`src/rtl/pipeline_stage_ctrl.sv`:
```
// Pipeline latch sequencer: turns hazard-unit flush/freeze requests, cache hits and halt
// into per-latch enable/clear strobes, PC enable, per-latch valid bits and a stall counter.
//
// mode    | meaning
// run     | halted=0: strobes follow mem_stall / flush / freeze / fetch priority
// halted  | halted=1: all strobes low, all state frozen until RST
module pipeline_stage_ctrl #(
    parameter int NLATCH = 4,
    parameter int CNTW   = 16
) (
    input  logic              CLK,
    input  logic              RST,
    input  logic [NLATCH-1:0] flush,
    input  logic [NLATCH-1:0] freeze,
    input  logic              ihit,
    input  logic              dhit,
    input  logic              dmem_req_m,
    input  logic              halt_wb,
    output logic [NLATCH-1:0] latch_en,
    output logic [NLATCH-1:0] latch_clr,
    output logic [NLATCH-1:0] valid,
    output logic              pc_en,
    output logic              halted,
    output logic [CNTW-1:0]   stall_count
);

    localparam int EXMEM = NLATCH - 2;
    localparam int MEMWB = NLATCH - 1;

    logic [NLATCH-1:0] pend_flush;
    logic [NLATCH-1:0] fl_eff;
    logic [NLATCH-1:0] frz_eff;
    logic [NLATCH-1:0] bubble;
    logic [NLATCH-1:0] valid_src;
    logic [NLATCH-1:0] valid_nxt;
    logic              mem_stall;

    assign mem_stall = dmem_req_m & valid[EXMEM] & ~dhit;
    assign fl_eff    = flush | pend_flush;

    // A freeze on latch j also holds every latch upstream of it.
    always_comb begin
        frz_eff = '0;
        for (int i = 0; i < NLATCH; i++) begin
            frz_eff[i] = |(freeze >> i);
        end
    end

    // Bubble source: a frozen neighbour upstream, or a fetch miss for IF/ID.
    assign bubble    = {frz_eff[NLATCH-2:0], ~ihit};
    assign valid_src = {valid[NLATCH-2:0], 1'b1};

    always_comb begin
        latch_en  = '0;
        latch_clr = '0;
        valid_nxt = valid;
        pc_en     = 1'b0;
        if (RST) begin
            latch_clr = '1;
        end else if (!halted && !mem_stall) begin
            for (int i = 0; i < NLATCH; i++) begin
                if (fl_eff[i]) begin
                    latch_clr[i] = 1'b1;
                    valid_nxt[i] = 1'b0;
                end else if (frz_eff[i]) begin
                    valid_nxt[i] = valid[i];
                end else if (bubble[i]) begin
                    latch_clr[i] = 1'b1;
                    valid_nxt[i] = 1'b0;
                end else begin
                    latch_en[i]  = 1'b1;
                    valid_nxt[i] = valid_src[i];
                end
            end
            // A flushed IF/ID means the branch path redirects the PC instead.
            pc_en = ihit & ~frz_eff[0] & ~fl_eff[0];
        end
    end

    always_ff @(posedge CLK) begin
        if (RST) begin
            valid       <= '0;
            pend_flush  <= '0;
            halted      <= 1'b0;
            stall_count <= '0;
        end else if (!halted) begin
            if (mem_stall) begin
                pend_flush <= pend_flush | flush;
            end else begin
                pend_flush <= '0;
                valid      <= valid_nxt;
                if (valid[MEMWB] && halt_wb) begin
                    halted <= 1'b1;
                end
            end
            if (!pc_en && (stall_count != '1)) begin
                stall_count <= stall_count + 1'b1;
            end
        end
    end

endmodule

```
`config.mk`:
```
export PLATFORM = sky130hd
export DESIGN_NAME = pipeline_stage_ctrl
export DESIGN_NICKNAME = d
export VERILOG_FILES = /design/src/rtl/pipeline_stage_ctrl.sv
export SDC_FILE = /design/constraint.sdc
export NUM_CORES = 1
export LEC_CHECK = 0
export CAP_MARGIN = 0
export CORE_MARGIN = 5
export CORE_UTILIZATION = 25
export CTS_CLUSTER_DIAMETER = 80
export DETAILED_ROUTE_END_ITERATION = 6
export SYNTH_ARGS = -nofsm -noshare
export SYNTH_HDL_FRONTEND = slang
export SYNTH_SLANG_ARGS = --single-unit
```
`constraint.sdc`:
```
create_clock -name CLK -period 2.45 [get_ports CLK]
set_input_delay 0.245 -clock CLK [delete_from_list [all_inputs] [get_ports CLK]]
set_output_delay 0.245 -clock CLK [all_outputs]
set_load 0.02 [all_outputs]
```
* After elaboration in Yosys (flattened, before gate mapping)
Index checks and enable logic that the tools add are counted.
** Word-level totals
- Register bits :: 25
- Input bits :: 14
- Output and inout bits :: 30
- Word-level logic and storage cells :: 82
** Cells by class
- Add/sub/neg operators :: 1
- Equal/unequal tests :: 5
- Multiplexer cells :: 45
- Bitwise operators :: 10
- Reduce and logical (&&, ||, !) cells :: 14
** Operators by type and width (count)
- 1-bit 2-to-1 mux :: 40
- 4-bit 2-to-1 mux :: 5
- 16-bit by 1-bit adder with 16-bit output (second input constant) :: 1
- 16-bit != test (second input constant) :: 1
- 4-bit AND reduction :: 4
- 2-bit != test (second input constant) :: 3
- 1-bit inverter :: 5
- 1-bit AND :: 4
- 4-bit bitwise OR :: 1
- 4-bit OR reduction :: 1
- 1-bit logical AND :: 3
- 1-bit zero test :: 3
- 3-bit OR reduction :: 1
- 2-bit by 1-bit != test with 1-bit output (second input constant) :: 1
- 2-bit AND reduction :: 1
- 2-bit OR reduction :: 1

* Longest topological paths before layout
Gate-level depths: netlist (run 1).
- Depth in word-level cells :: 9
- Mapped depth :: 7
- Depth with buffers taken out :: 6

* Least setup slack after synthesis (run 1)
Ideal clock, no wire load.
- Path kind :: register to register
- From :: reg stall_count[3]
- To :: reg stall_count[15]
- Setup time :: 0.116 ns
- Data arrival time :: 1.744 ns
- Required time :: 2.334 ns
- Slack :: 0.590 ns
- Cell stages (with the launch flop) :: 7
- Path buffers :: 1
- Clock period less this slack :: 1.860 ns
- Path through :: dfxtp_1 and4_1 buf_6 nand3_4 or2_4 or4_1 o211a_1
** On the way
- Word-level cells in the longest chain between the ends :: 3
- Elaborated cells between the ends (all ways) :: 4
- Classes of those cells :: 1 x add/sub; 1 x eq/ne; 2 x reduce/logical
** RTL lines
- from (decl) :: RTL line 24 : output logic [CNTW-1:0] stall_count
- from (signal assigned) :: RTL line 97 : stall_count <= stall_count + 1'b1;
- parallel branches: the longest is 3 deep, another holds 16-bit by 1-bit adder with 16-bit output
Several ways; the timed one is not identified.
A chain may end at the register's enable or synchronous reset.

* Worst setup path in the final report (run 1)
- From :: in freeze[0]
- To :: out latch_clr[0]
** On the way
- Word-level cells in the longest chain between the ends :: 5
** RTL lines
- from (decl) :: RTL line 14 : input logic [NLATCH-1:0] freeze,
- 4-bit OR reduction :: RTL line 45 : frz_eff[i] = |(freeze >> i);
- 1-bit 2-to-1 mux :: RTL line 65 : end else if (frz_eff[i]) begin
- 1-bit 2-to-1 mux :: RTL line 62 : if (fl_eff[i]) begin
- 4-bit 2-to-1 mux :: RTL line 60 : end else if (!halted && !mem_stall) begin
- 4-bit 2-to-1 mux :: RTL line 58 : if (RST) begin
- to (decl) :: RTL line 20 : output logic [NLATCH-1:0] latch_clr,
No other way between the ends.

==> results of run 1 <==
## kinds of logic (layout without fill, tap and decap cells)
kind of cell             Yosys count  in the layout  synth area share [%]
AO/OA/AOI/OAI                     47             47                  21.3
XOR/XNOR                           1              1                 0.637
adder cells (fa/ha/maj)            1              1                 0.910
buffers and inverters             16             60                  6.37
flip-flops                        25             25                  36.4
AND/OR/NAND/NOR                   81             81                  34.4
## path summary, 6_finish.rpt
check             cells after the start  slack [ps]              end
setup / recovery                      7         100     latch_clr[0]
hold reg to reg                       2         500   stall_count[1]
hold / removal                        2         500   stall_count[1]
setup reg to reg                      5         530  stall_count[15]
## worst max-delay path: stages
cell and delay [ps]:
clkdlybuf4s50_1 500, nor4_4 390, inv_1 90, o21ai_0 150, nand2_1 70, nand2_1 60, clkdlybuf4s50_1 600
## placed cells by master (no fill, tap or decap), types with 4 or more instances in the layout
master | netlist | routed
inv_1 | 5 | 5
a21oi_1 | 19 | 19
nand2_1 | 19 | 19
and4_1 | 4 | 4
nand3_1 | 8 | 8
nor2_1 | 12 | 12
buf_4 | 1 | 7
nor3_1 | 6 | 6
clkdlybuf4s50_1 | 0 | 43
o21ai_0 | 9 | 9
o31ai_1 | 8 | 8
nand4_1 | 4 | 4
dfxtp_1 | 25 | 24
or4_1 | 5 | 5
## state kept, by name, indices dropped and copies added, names as in the netlist
| name | count |
|---|---|
| valid | 4 |
| pend_flush | 4 |
| stall_count | 16 |
| halted | 1 |
## stage by stage
step                hold slack (ps)  cells  cell area (sq um)  power, mW
finish                          497    287               1930      0.766
CTS                             502    287               1930      0.774
detailed placement              490    283               1880      0.527
global placement                489    283               1880      0.527
global route                    532    287               1930      0.800
floorplan                       413    171               1380      0.471
## report_power, final
group	leakage (nW)	internal, mW	switching [mW]
Sequential	0.202	0.411	0.00520
Combinational	0.419	0.0497	0.0516
Clock	0.0255	0.114	0.135
Total	0.647	0.574	0.192
## area by class of cell
cell class                 instances  area share (%)
tap                               72            4.66
inverter                           6            1.36
multi-input combinational        130            40.7
sequential                        25            25.9
clock inverter                     1           0.259
timing repair buffer              50            25.0
clock buffer                       3            2.13
## layer usage
metal  part of all wire, %  track usage [%]  vias up  routed length (microns)
met5                     0                0        -                        0
met4                  0.59             1.75        0                       23
met3                    10             5.10        4                      400
met2                    43             17.3       51                     1690
met1                    46             12.9      666                     1800
li1                      -                -      733                        -
## what timing repair did
action | CTS | global route
endpoints found under the hold margin | 0 | 0
endpoints found under the setup margin | 0 | 4
hold buffers | 0 | 0
resized for setup | 0 | 2
==> results by group, run 1 <==
Die
  • Starting Density: between 20 and 30%
  • FP Rows: 27
  • Die width: roughly 84 microns
  • Core Region: between 0.005 and 0.006 sq mm
  • Die Height: between 80 and 90 microns
  • Die Area: just over 0.007 sq mm
  • IO Pins: 44

Power and ir drop
  • Pwr Density: 396 mW/mm^2
  • Peak VDD IR: 212 uV
  • Pleak: around 0.65 nW

GRT
  • Initial antenna violation count: 0
  • Largest net degree at the start of global routing: 24
  • Vias in the first global route: around 1300
  • Total gr overflow: 0
  • First-pass GRT wire length: between 6000 and 7000 microns
  • GR Util All Layers: roughly a tenth

Critical path
  • Worst Path Arrival: roughly 2100 ps
  • Critical path class: input port to output pin
  • R2r startpoint: stall_count[4]
  • CP required: around 2200 ps
  • Setup crit end kind: output pin
  • Startpoint Class: input port
  • Critical path peak fanout: 4
  • CP startpoint: freeze[0]

Timing
  • Fmax: 426 MHz
  • Final Hold Fails: 0
  • Tmin final: between 2000 and 2500 ps
  • Worst slew pin tran: roughly 450 ps
  • Slew Viols, Final: 0
  • Clock Skews: 9.53 ps
  • Setup violators final: 0
  • Setup WS post-layout: 104 ps
  • Unrepaired setup endpoints after global routing: false
  • Tcrit/Tclk final: between 90 and 100%
  • Setup TNS: 0 ps
  • Max_slew headroom: ~70%

Flow run
  • Max_cap viols: 0

Synth
  • Netlist Area Pre-Place: about 0.0014 sq mm
  • Syn Nets: about 190
  • Cell taking the most area after synthesis: dfxtp_1
  • Post-synth top cells: 25 x dfxtp_1, 19 x a21oi_1, 19 x nand2_1
  • Syn_area_per_cell: 8.04 sq um
  • Yosys top cell area share: between 30 and 40%
  • Register area share after synthesis: a little over a third
  • Largest cells by area after synthesis: dfxtp_1 36%, a21oi_1 6.9%, nand2_1 5.2%
  • EDFF count, synth: 0
  • Count leader, synth: dfxtp_1
  • Ys async rst share: 0%
  • Synth cell types: 46
  • Flop and latch count out of synthesis: 25
  • Synthesized instance count: 171
  • Most used DFF post-synth: dfxtp_1
  • Ys Warns: 0

Drt
  • WL final: 3910 microns
  • Detailed-route via count: 1454
  • Drt pass-1 iters: 4
  • WL/cell: 13.6 microns
  • # DRC: 0
  • Post-route ant nets: 0
  • Initial DRC count: between 90 and 100
  • Vias per Instance: about 5.1

Place
  • Place WS: 88.0 ps
  • Gpl congestion: approximately 0.79
  • Port Buffer Count: 43
  • HPWL after DPL: 2880 microns

Final layout
  • P&R area growth vs syn: 40.7%
  • Antenna Cells: 0
  • Layout cell share with drive strength beyond 1: about a tenth
  • Area of the multi-input gates: about 790 sq um
  • Final #Nets: between 200 and 250
  • Post-layout util: 35.6%
  • Fill count: 583
  • Area occupied by registers: approximately 500 sq um

Clocking
  • Clk slew on worst S/H paths: 80 ps
  • Num CTS Buffers: 3
  • Htree depth: 1
  • Insertion delay to the later sink of the worst-skew pair: between 200 and 300 ps
  • CTS Root Cell: clkbuf_8
  • Max Root-Sink Buffers: 2
  • TritonCTS clock tree: built
  • Setup bufs post-CTS: 0
  • Clk sink count: 25

Outcome
  • Status: finished clean

Worst hold path
  • Worst Min Path Start: stall_count[1]
  • Worst hold path type: register to register
(Power assumes the default switching activity.)
==> run 2: changes to the inputs <==
Settings changed: CORE_MARGIN 5 to not set.
==> run 2 against run 1 <==
  * Global-route usage increased by 2.6 points
  * Critical path depth is 2 lower
  * Clock skew is 1.2 ps lower
  * Core utilization grew 1.5 points
  * Highest routed layer unchanged
  * Largest cell class unchanged
==> results by group, run 2 (same netlist as run 1, synthesis figures left out) <==
Clocking
  • Htree depth: 1 (unchanged)
  • Clk sink count: 25 (unchanged)
  • Num CTS Buffers: 3 (unchanged)
  • TritonCTS clock tree: built
  • CTS Root Cell: clkbuf_8
  • Clk slew on worst S/H paths: 90 ps (about the same)
  • Hold Buf Count CTS: 0 (unchanged)
  • Max Root-Sink Buffers: 2 (unchanged)
  • Insertion delay to the later sink of the worst-skew pair: 270 ps (about the same)

Critical path
  • Critical path peak fanout: 4 (unchanged)
  • CP most frequent cell: clkdlybuf4s50_1
  • Startpoint Class: input port
  • Slowest CP cell: clkdlybuf4s50_1
  • CP peak stage delay: 630 ps (+30 ps)
  • Worst Path Arrival: 2090 ps (about the same)
  • Setup crit end kind: output pin
  • CP required: 2200 ps (about the same)
  • Critical path cell sequence: clkdlybuf4s50_1 -> nor4_4 -> nand3_2 -> nor2_1 -> clkdlybuf4s50_1
  • Critical path class: input port to output pin

GRT
  • Initial antenna violation count: 0 (unchanged)
  • Largest net degree at the start of global routing: 25 (+4.2%)
  • First-pass GRT wire length: 6240 microns (-0.34%)
  • GR Util All Layers: 13.2% (+2.6 points)
  • Vias in the first global route: 1278 (-4.4%)
  • Total gr overflow: 0 (unchanged)

Final layout
  • Most common cell after layout, fill and taps aside: clkdlybuf4s50_1
  • Biggest register: stall_count
  • Max reg flops: 16 (unchanged)
  • Layout cell share with drive strength beyond 1: 8.84% (-0.93 points)
  • Final instance area: 0.00193 sq mm (-0.26%)
  • Biggest regs: stall_count (16), pend_flush (4), valid (4)
  • Leading cell types in the layout, fill and taps excluded: 42 x clkdlybuf4s50_1, 25 x dfxtp_1, 19 x nand2_1, 19 x a21oi_1, 12 x nor2_1
  • Fill count: 567 (-2.7%)
  • P&R area growth vs syn: 40.3%
  • Final #Nets: 231 (unchanged)
  • Antenna Cells: 0 (unchanged)

Power and ir drop
  • Pwr Density: 394 mW/mm^2 (-0.49%)
  • Pleak: 0.651 nW (+0.59%)
  • Peak VDD IR: 188 uV (-11%)

Flow run
  • Max_cap viols: 0 (unchanged)

Place
  • Post-place instance area: 0.00188 sq mm (-0.13%)
  • Gpl congestion: 0.795 (+0.38%)
  • HPWL after DPL: 2800 microns (-2.7%)
  • Port Buffer Count: 43 (unchanged)

Timing
  • Tmin final: 2340 ps (-11.2 ps)
  • Worst slew pin tran: 508 ps (+60.7 ps)
  • Slew Viols, Final: 0 (unchanged)
  • Unrepaired setup endpoints after global routing: false
  • Fmax: 428 MHz (+0.48%)
  • Setup violators final: 0 (unchanged)
  • Max_slew headroom: 66.0% (-4.1 points)
  • Hold_ws: 501 ps (+4.08 ps)
  • Tcrit/Tclk final: 95.3% (-0.46 points)
  • Final Hold Fails: 0 (unchanged)
  • Clock Skews: 8.35 ps (-1.19 ps)
  • Setup TNS: 0 ps (unchanged)

Outcome
  • Status: finished clean

Drt
  • WL final: 3800 microns (-2.9%)
  • Post-route ant nets: 0 (unchanged)
  • Detailed-route via count: 1409 (-3.1%)
  • Vias per Instance: 4.94 (-2.4%)
  • # DRC: 0 (unchanged)
  • Initial DRC count: 90 (-2.2%)
  • WL/cell: 13.3 microns (-2.2%)
  • Drt pass-1 iters: 4 (unchanged)

Die
  • FP Rows: 26 (-3.7%)
  • Die width: 76.2 microns (-9.5%)
  • Die Area: 0.00580 sq mm (-18%)
  • Starting Density: 26.4% (+1.1 points)
  • Die Height: 76.2 microns (-9.5%)
  • Core Region: 0.00520 sq mm (-4.3%)
  • IO Pins: 44 (unchanged)

Worst hold path
  • Worst hold path type: register to register
[run 2: changes by cell type in the layout (fill, tap and decap cells not counted), sizes merged]
cell / change
dlymetal6s2s: +1
clkinvlp: -1
clkinv: +1
clkdlybuf4s50: -1
[run 2: timing repair]
| item | 4_1_cts | 5_1_grt |
|---|---|---|
| gates resized for setup | 0 | 1 |
| endpoints found under the setup margin | 0 | 3 |
| buffers inserted | 0 | 0 |
[run 2: metrics by stage]
step / worst slack, ps / total power [mW] / std cells / utilization, %
after CTS: 26.7 / 0.772 / 285 / 37.0
after floorplan: 590 / 0.471 / 171 / -
after detailed placement: 32.4 / 0.527 / 281 / 36.1
final: 115 / 0.761 / 285 / 37.1
after global placement: 87.8 / 0.526 / 281 / 36.1
after global routing: 14.1 / 0.801 / 285 / 37.1
[run 2: worst paths after layout]
check | startpoint | end | slack, ps | cells past startpoint
hold / removal | valid[3] | halted | 500 | 2
setup reg to reg | stall_count[0] | stall_count[13] | 510 | 6
hold reg to reg | valid[3] | halted | 500 | 2
setup / recovery | freeze[0] | latch_en[0] | 110 | 5
[run 2: metal layers]
metal  vias up  share of wire (%)  track usage, %
li1        726                  -               -
met2        22                 46            21.2
met3         4                1.8            1.20
met4         0                1.4            5.77
met1       657                 50            18.0
met5         -                  0               0
[run 2: final cells by class]
cell class | count | area, sq um | share of cell area, %
inverters | 6 | 22.5 | 1.17
flip-flops and latches | 25 | 500 | 25.9
repair buffers | 50 | 485 | 25.2
well taps | 70 | 87.6 | 4.54
multi-input cells | 130 | 787 | 40.8
clock buffers | 3 | 41.3 | 2.14
clock inverters | 1 | 5.00 | 0.259
[run 2: report_power, final]
group	switching (mW)	internal, mW	total, mW	leakage, nW
logic	0.0520	0.0493	0.101	0.423
registers	0.00560	0.411	0.416	0.202
clock network	0.129	0.114	0.243	0.0255
[run 2: worst max-delay path, delay by kind of cell]
kind / cells / cell delay [ps]
buffers and inverters: 2 / 1130
and+or+nand+nor: 3 / 710
